[config.mk]
export PLATFORM = sky130hd
export DESIGN_NAME = pipelined_segment_adder
export DESIGN_NICKNAME = d
export VERILOG_FILES = /design/src/rtl/pipe_adder_pkg.sv /design/src/rtl/adder_segment.sv /design/src/rtl/pipelined_segment_adder.sv
export SDC_FILE = /design/constraint.sdc
export NUM_CORES = 1
export LEC_CHECK = 0
export CAP_MARGIN = 20
export CORE_MARGIN = 1
export CORE_UTILIZATION = 45
export CTS_CLUSTER_DIAMETER = 40
export DETAILED_ROUTE_END_ITERATION = 10
export PLACE_DENSITY = 0.67
export REMOVE_ABC_BUFFERS = 1
export SLEW_MARGIN = 40
export SYNTH_ARGS = -nofsm -noshare
export SYNTH_HDL_FRONTEND = slang
export SYNTH_SLANG_ARGS = --single-unit
[constraint.sdc]
create_clock -name clk -period 7.8 [get_ports clk]
set_input_delay 1.56 -clock clk [delete_from_list [all_inputs] [get_ports clk]]
set_output_delay 1.56 -clock clk [all_outputs]
set_load 0.05 [all_outputs]
[src/rtl/pipe_adder_pkg.sv]
// Shared constants and elaboration helpers for pipelined_segment_adder.
// Optional overflow output is enabled by defining PIPE_ADDER_OVF_EN.
package pipe_adder_pkg;

   localparam int DEF_WIDTH = 64;
   localparam int DEF_SEG   = 16;

   function automatic bit legal(input int w, input int s);
      return (s >= 1) && (w >= s) && ((w % s) == 0);
   endfunction

   function automatic int stages(input int w, input int s);
      return (s < 1) ? 1 : w / s;
   endfunction

endpackage

[src/rtl/adder_segment.sv]
// Combinational SEG-bit add slice used once per pipeline stage.
// Overflow build (PIPE_ADDER_OVF_EN) derives MSB carry-in in the top.
module adder_segment
   import pipe_adder_pkg::*;
#(
   parameter int SEG = DEF_SEG
) (
   input  logic [SEG-1:0] a,
   input  logic [SEG-1:0] b,
   input  logic           cin,
   output logic [SEG-1:0] s,
   output logic           cout
);

   logic [SEG:0] t;

   assign t    = {1'b0, a} + {1'b0, b} + {{SEG{1'b0}}, cin};
   assign s    = t[SEG-1:0];
   assign cout = t[SEG];

endmodule

[src/rtl/pipelined_segment_adder.sv]
// Segment-pipelined add/sub with skew/de-skew chains and global stall.
// Define PIPE_ADDER_OVF_EN to build the signed-overflow output.
module pipelined_segment_adder
   import pipe_adder_pkg::*;
#(
   parameter int WIDTH = DEF_WIDTH,
   parameter int SEG   = DEF_SEG
) (
   input  logic             clk,
   input  logic             rst_n,
   input  logic             in_valid,
   output logic             in_ready,
   input  logic [WIDTH-1:0] in_a,
   input  logic [WIDTH-1:0] in_b,
   input  logic             in_cin,
   input  logic             in_sub,
   output logic             out_valid,
   input  logic             out_ready,
   output logic [WIDTH-1:0] out_sum,
   output logic             out_cout,
   output logic             out_ovf
);

   localparam int STAGES = stages(WIDTH, SEG);

   if (!legal(WIDTH, SEG)) begin : g_bad
      $error("WIDTH must be a multiple of SEG, SEG >= 1");
   end

   logic             adv;
   logic [WIDTH-1:0] b_in;
   logic             cin0;

   assign adv      = !out_valid || out_ready;
   assign in_ready = adv;
   assign b_in     = in_sub ? ~in_b : in_b;
   assign cin0     = in_sub | in_cin;

   for (genvar k = 0; k < STAGES; k++) begin : stg
      localparam int HI = WIDTH - (k + 1) * SEG;

      logic [SEG-1:0]         a_s, b_s, s_s;
      logic                   c_s, co_s, v_s;
      logic                   v_q, c_q;
      logic [(k+1)*SEG-1:0]   lo_q, lo_d;

      if (k == 0) begin : g_src
         assign a_s  = in_a[SEG-1:0];
         assign b_s  = b_in[SEG-1:0];
         assign c_s  = cin0;
         assign v_s  = in_valid;
         assign lo_d = s_s;
      end else begin : g_src
         assign a_s  = stg[k-1].g_hi.ah_q[SEG-1:0];
         assign b_s  = stg[k-1].g_hi.bh_q[SEG-1:0];
         assign c_s  = stg[k-1].c_q;
         assign v_s  = stg[k-1].v_q;
         assign lo_d = {s_s, stg[k-1].lo_q};
      end

      adder_segment #(.SEG(SEG)) u_seg (
         .a    (a_s),
         .b    (b_s),
         .cin  (c_s),
         .s    (s_s),
         .cout (co_s)
      );

      always_ff @(posedge clk or negedge rst_n) begin
         if (!rst_n) begin
            v_q  <= 1'b0;
            c_q  <= 1'b0;
            lo_q <= '0;
         end else if (adv) begin
            v_q  <= v_s;
            c_q  <= co_s;
            lo_q <= lo_d;
         end
      end

      // Operand segments not yet consumed ride along with the beat
      if (k < STAGES - 1) begin : g_hi
         logic [HI-1:0] ah_q, bh_q, ah_d, bh_d;

         if (k == 0) begin : g_s0
            assign ah_d = in_a[WIDTH-1:SEG];
            assign bh_d = b_in[WIDTH-1:SEG];
         end else begin : g_sn
            assign ah_d = stg[k-1].g_hi.ah_q[HI+SEG-1:SEG];
            assign bh_d = stg[k-1].g_hi.bh_q[HI+SEG-1:SEG];
         end

         always_ff @(posedge clk or negedge rst_n) begin
            if (!rst_n) begin
               ah_q <= '0;
               bh_q <= '0;
            end else if (adv) begin
               ah_q <= ah_d;
               bh_q <= bh_d;
            end
         end
      end

`ifdef PIPE_ADDER_OVF_EN
      if (k == STAGES - 1) begin : g_ovf
         logic o_q, o_d;

         // carry into MSB is recovered as a ^ b ^ sum at that bit
         assign o_d = a_s[SEG-1] ^ b_s[SEG-1] ^ s_s[SEG-1] ^ co_s;

         always_ff @(posedge clk or negedge rst_n) begin
            if (!rst_n) begin
               o_q <= 1'b0;
            end else if (adv) begin
               o_q <= o_d;
            end
         end
      end
`endif
   end

   assign out_valid = stg[STAGES-1].v_q;
   assign out_sum   = stg[STAGES-1].lo_q;
   assign out_cout  = stg[STAGES-1].c_q;

`ifdef PIPE_ADDER_OVF_EN
   assign out_ovf = stg[STAGES-1].g_ovf.o_q;
`else
   assign out_ovf = 1'b0;
`endif

endmodule

# ---- Word-level counts from Yosys, hierarchy flattened
# Index checks and enable logic that the tools add are counted.
# W data, S select, Z words.
dict set report classes {
  n_mux 1
  reduce_logical 2
  n_bitwise 2
  shifts 0
  addsub 8
  order_cmp 0
  n_div 0
  n_mul 0
  eq_ne 0
}
# operator n
set ops {}
lappend ops {{$add A16 B16 Y17} 4}
lappend ops {{$add A17 B1 Y17} 4}
lappend ops {{$mux W64} 1}
lappend ops {{$not A64 Y64} 1}
lappend ops {{$logic_not A1 Y1} 1}
lappend ops {{$logic_or A1 B1 Y1} 1}
lappend ops {{$or A1 B1 Y1} 1}
dict set report word_totals {
  input_bits 134
  ramBits 0
  word_cells 31
  memories 0
  out_inout_bits 68
  register_bits 360
  rom_bits 0
  latchBits 0
}

# ---- Longest topological paths before layout
dict set report logic_depth {
  depth_word 4
  mapped_depth 13
  mapped_depth_nobuf 11
}

# ---- Modules after synthesis
# Synthesis repeated with hierarchy kept, for this count alone.
dict set report unflattened {
  hier_cells 1210
  area_unflattened_um2 17585.6
}
# mod cells_each n_inst area_each_um2 seq_area_each_um2
set modules_own_cells {}
lappend modules_own_cells {pipelined_segment_adder 836 1 14601.5 9008.6}
lappend modules_own_cells {{adder_segment (stg[1].u_seg ...)} 89 2 733.2 0.0}
lappend modules_own_cells {{adder_segment (stg[3].u_seg)} 102 1 770.7 0.0}
lappend modules_own_cells {{adder_segment (stg[0].u_seg)} 94 1 747.0 0.0}

# ---- Worst setup path before layout
# No wires, ideal clock.
dict set report synth_path {
  path_kind {input to register}
  start {input in_sub}
  end {register stg[0].lo_q[14]}
  setup_time_ns 0.069
  path_slack_ns 3.240
  t_required_ns 7.731
  t_arrival_ns 4.491
  n_path_buf 2
  stages 13
  cell_sequence {clkbuf_1 clkbuf_1 xor2_1 fa_1 inv_1 fa_1 nor2b_1 o2111ai_2 and3_1 o21bai_1 a221o_1 a2111o_1 nand3_1}
}
dict set report synth_between {
  elab_chain_cells 3
  word_cells_on_any_way 4
  classes_between {add/sub (2); mux (1); bitwise (1)}
}
# item line
set synth_lines {}
lappend synth_lines {{start: declaration} pipelined_segment_adder.sv:16} ;# input logic in_sub,
lappend synth_lines {{$mux W64} pipelined_segment_adder.sv:36} ;# assign b_in = in_sub ? ~in_b : in_b;
lappend synth_lines {{$add A16 B16 Y17} adder_segment.sv:17} ;# assign t = {1'b0, a} + {1'b0, b} + {{SEG{1'b0}}, cin};
lappend synth_lines {{$add A17 B1 Y17 (*)} adder_segment.sv:17}
lappend synth_lines {{end signal: assignment} pipelined_segment_adder.sv:77} ;# lo_q <= lo_d;
lappend synth_lines {{end: declaration} pipelined_segment_adder.sv:45} ;# logic [(k+1)*SEG-1:0] lo_q, lo_d;
# Every way passes the cells marked *; elsewhere a longest branch is shown, timed or not.
# A chain may end at the register's enable or synchronous reset.

# ---- Worst setup path after layout
dict set report layout_path {
  start {input out_ready}
  end {output in_ready}
}
dict set report layout_between {
  elab_chain_cells 1
}
# item line
set layout_lines {}
lappend layout_lines {{start: declaration} pipelined_segment_adder.sv:18} ;# input logic out_ready,
lappend layout_lines {{$logic_or A1 B1 Y1} pipelined_segment_adder.sv:34} ;# assign adv = !out_valid || out_ready;
lappend layout_lines {{end: declaration} pipelined_segment_adder.sv:12} ;# output logic in_ready,
# Every way passes these cells.

==> impl_metrics.env <==
export IMPL_setup_viol=0
export IMPL_crit_buf_inv=4
export IMPL_num_rows=70
export IMPL_fill_cells=3309
export IMPL_finalPower_uw=9260
export IMPL_die_h_um=194
export IMPL_synth_edf_count=0
export IMPL_min_period_ns=5.28
export IMPL_vias=12600
export IMPL_syn_area_per_cell_sq_um=8.90
export IMPL_grt_pass1_vias=12500
export IMPL_drt_iter0_drc=604
export IMPL_r2r_cells=9
export IMPL_clock_fmax_ghz=0.189
export IMPL_cts_setup_buffers=0
export IMPL_vias_per_cell=4.93
export IMPL_pin_count=202
export IMPL_dpl_cell_count=2456
export IMPL_hold_class="reg2reg"
export IMPL_die_area_sq_um=37700
export IMPL_fin_cells=2553
export IMPL_cpMostUsedCell="clkdlybuf4s50_1"
export IMPL_multiInputGateArea_sq_um=7220
export IMPL_holdPathStages=2
export IMPL_setup_tns_final_ns=0
export IMPL_worst_setup_path_end_kind="primary output"
export IMPL_arrival_ns=3.72
export IMPL_setup_ws_ns=2.52
export IMPL_route_final_wire_length_mm=34.5
export IMPL_worst_pin_slew_ns=0.807
export IMPL_clkLatencyLatePin_ns=0.58
export IMPL_rsz0062_at_grt="false"
export IMPL_path_clk_slew_ns=0.05
export IMPL_criticalPathCategory="in2out"
export IMPL_post_route_util_pct=57.1
export IMPL_path_cells="clkdlybuf4s50_1 > nor2b_4 > buf_8 > inv_8 > clkdlybuf4s50_1"
export IMPL_power_leakage_uw=0.0101
export IMPL_core_area_sq_um=36500
export IMPL_synthArstFlopShare_pct=100
export IMPL_run_status="finished clean"
export IMPL_drive_gt1_share_pct=5.47
export IMPL_slew_headroom_pct=46.2
export IMPL_regArea_sq_um=9010
export IMPL_grt_usage_pct=18.9
export IMPL_holdBufCountCts=0
export IMPL_crit_path_start_kind="input pin"
export IMPL_ys_seq_elements=360
export IMPL_dpl_hpwl_mm=22.1
export IMPL_start_util_pct=45.6
export IMPL_hold_viol=0
export IMPL_cts_htree_levels=2
export IMPL_io_buffer_count=200
export IMPL_maxCapViolations=0
export IMPL_drt_pass1_iterations=5
export IMPL_wl_per_cell_um=13.5
export IMPL_worstSetupPathDepth=5
export IMPL_die_x_um=194
export IMPL_drcViolationCount=0
export IMPL_power_density_nw_per_um2=444
export IMPL_finalCritPeriodShare_pct=67.7
export IMPL_clkSinkCount=360
export IMPL_synth_cells=1870
export IMPL_place_ws_ns=2.32
export IMPL_yosys_cell_types_count=60
export IMPL_path_delay_family="buffers and inverters"
export IMPL_place_congestion=0.808
export IMPL_max_clock_path_buffers=3
export IMPL_irDropWorstVdd_uv=202
export IMPL_grt_max_degree=206
export IMPL_grt_pass1_wl_mm=59.4
export IMPL_r2r_slack_ns=4.61
export IMPL_drv_slew=0
export IMPL_syn_area_sq_um=16600
export IMPL_synth_top_flop_cell="dfrtp_1"
export IMPL_worst_path_max_delay_cell="clkdlybuf4s50_1"
export IMPL_area_delta_synth_final_pct=25.5
export IMPL_nets=2248
export IMPL_path_max_fanout=107
export IMPL_ys_seq_area_share_pct=54.1
export IMPL_antenna_found_initial=1
export IMPL_cts_tree="done"
export IMPL_cts_buffers=53
export IMPL_clock_skew_ns=0.0218
export IMPL_yosysWarnings=0
export IMPL_cts_root_buf="clkbuf_16"
export IMPL_cts_repair_resized=0
export IMPL_cp_slowest_stage_delay_ns=0.91
export IMPL_grt_ovfl_total=0
export IMPL_critical_path_required_ns=6.24
export IMPL_ant_nets=0
per-layer routing:
| metal | up-vias | global-route usage, % | part of all wire (%) | wire, um |
|---|---|---|---|---|
| met5 | - | 0 | 0 | 0 |
| met1 | 5891 | 25.6 | 48 | 16500 |
| met4 | 0 | 6.53 | 2.3 | 796 |
| met3 | 63 | 3.20 | 4.0 | 1400 |
| li1 | 6392 | - | - | - |
| met2 | 232 | 30.7 | 46 | 15900 |
state kept, by name, indices dropped and copies added (netlist names):
register,flops
out_sum,64
out_valid,1
out_cout,1
stg.g_hi.bh_q,96
stg.c_q,3
stg.g_hi.ah_q,96
stg.lo_q,96
stg.v_q,3
final timing paths:
kind / startpoint / end
min: stg[1].g_hi.bh_q[19]$_DFFE_PN0P_ / stg[2].g_hi.bh_q[3]$_DFFE_PN0P_
max reg2reg: stg[1].c_q$_DFFE_PN0P_ / stg[2].lo_q[46]$_DFFE_PN0P_
max: out_ready / in_ready
min reg2reg: stg[1].g_hi.bh_q[19]$_DFFE_PN0P_ / stg[2].g_hi.bh_q[3]$_DFFE_PN0P_
max in group asynchronous: rst_n / stg[2].c_q$_DFFE_PN0P_
min in group asynchronous: rst_n / stg[1].g_hi.bh_q[31]$_DFFE_PN0P_
synth_stat cells, types with 17 or more instances:
library cell | count | share of area, %
nor3_1 | 19 | 0.57
xor2_1 | 42 | 2.2
nand2_1 | 853 | 19
ha_1 | 60 | 4.5
a21oi_1 | 65 | 2.0
dfrtp_1 | 360 | 54
nor2_1 | 55 | 1.2
o21ai_0 | 17 | 0.51
o21ai_1 | 85 | 2.6
xnor2_1 | 61 | 3.2
a21o_1 | 19 | 0.86
clkbuf_1 | 68 | 1.5
cells by family (layout without fill, tap and decap cells):
family          count (synthesis)  in the layout  share of synthesized area, %
mux                             2              2                         0.120
flops                         360            360                          54.1
other cells                     1              2                        0.0225
fa+ha+maj                      68             68                          5.47
xor+xnor                      103            103                          5.42
buf+inv                       107            321                          2.51
simple gates                  971            971                          22.8
compound gates                258            258                          9.51
worst reg2reg max path: stages (launching register included):
cell and delay (ns):
dfrtp_1 0.43, fa_1 0.53, fa_1 0.47, a21oi_1 0.25, o21ai_1 0.11, a21oi_1 0.41, a21oi_1 0.23, o211ai_1 0.25
nor3b_1 0.25, o31ai_1 0.10
power breakdown:
part	internal, uW	switching (uW)
Sequential	2710	466
Clock	1470	862
Combinational	1440	2320
cell type report:
class | count | share of cell area [%]
Clock inverter | 21 | 1.07
Antenna cell | 1 | 0.0120
Multi-Input combinational cell | 1403 | 34.6
Sequential cell | 360 | 43.2
Tap cell | 468 | 2.81
Inverter | 16 | 0.324
Timing Repair Buffer | 212 | 10.6
Clock buffer | 72 | 7.47
cells in the final DEF (no fill, tap or decap), types with 6 or more instances in the layout:
cell type and instances:
fa_1 8, a211oi_1 7, a21oi_1 65, and3_1 7
clkdlybuf4s50_1 198, nand2_1 853, o21ai_1 85, a21o_1 19
clkbuf_8 15, nand4_1 6, o21ai_0 17, ha_1 60
dfrtp_1 360, xnor2_1 61, inv_1 14, nand3_1 8
nor3_1 19, o21a_1 9, nor2_1 55, xor2_1 42
nor3b_1 7, clkinvlp_4 6, o31ai_1 11, o21bai_1 7
clkbuf_16 54
per-stage QoR:
stage / hold slack, ns / instance area, sq um
2_1_floorplan: 0.430 / 16300
3_3_place_gp: 0.445 / 19000
3_5_place_dp: 0.454 / 19000
4_1_cts: 0.449 / 20800
5_1_grt: 0.471 / 20900
6_report: 0.451 / 20900
No activity file was read; power rests on OpenSTA's default activity.
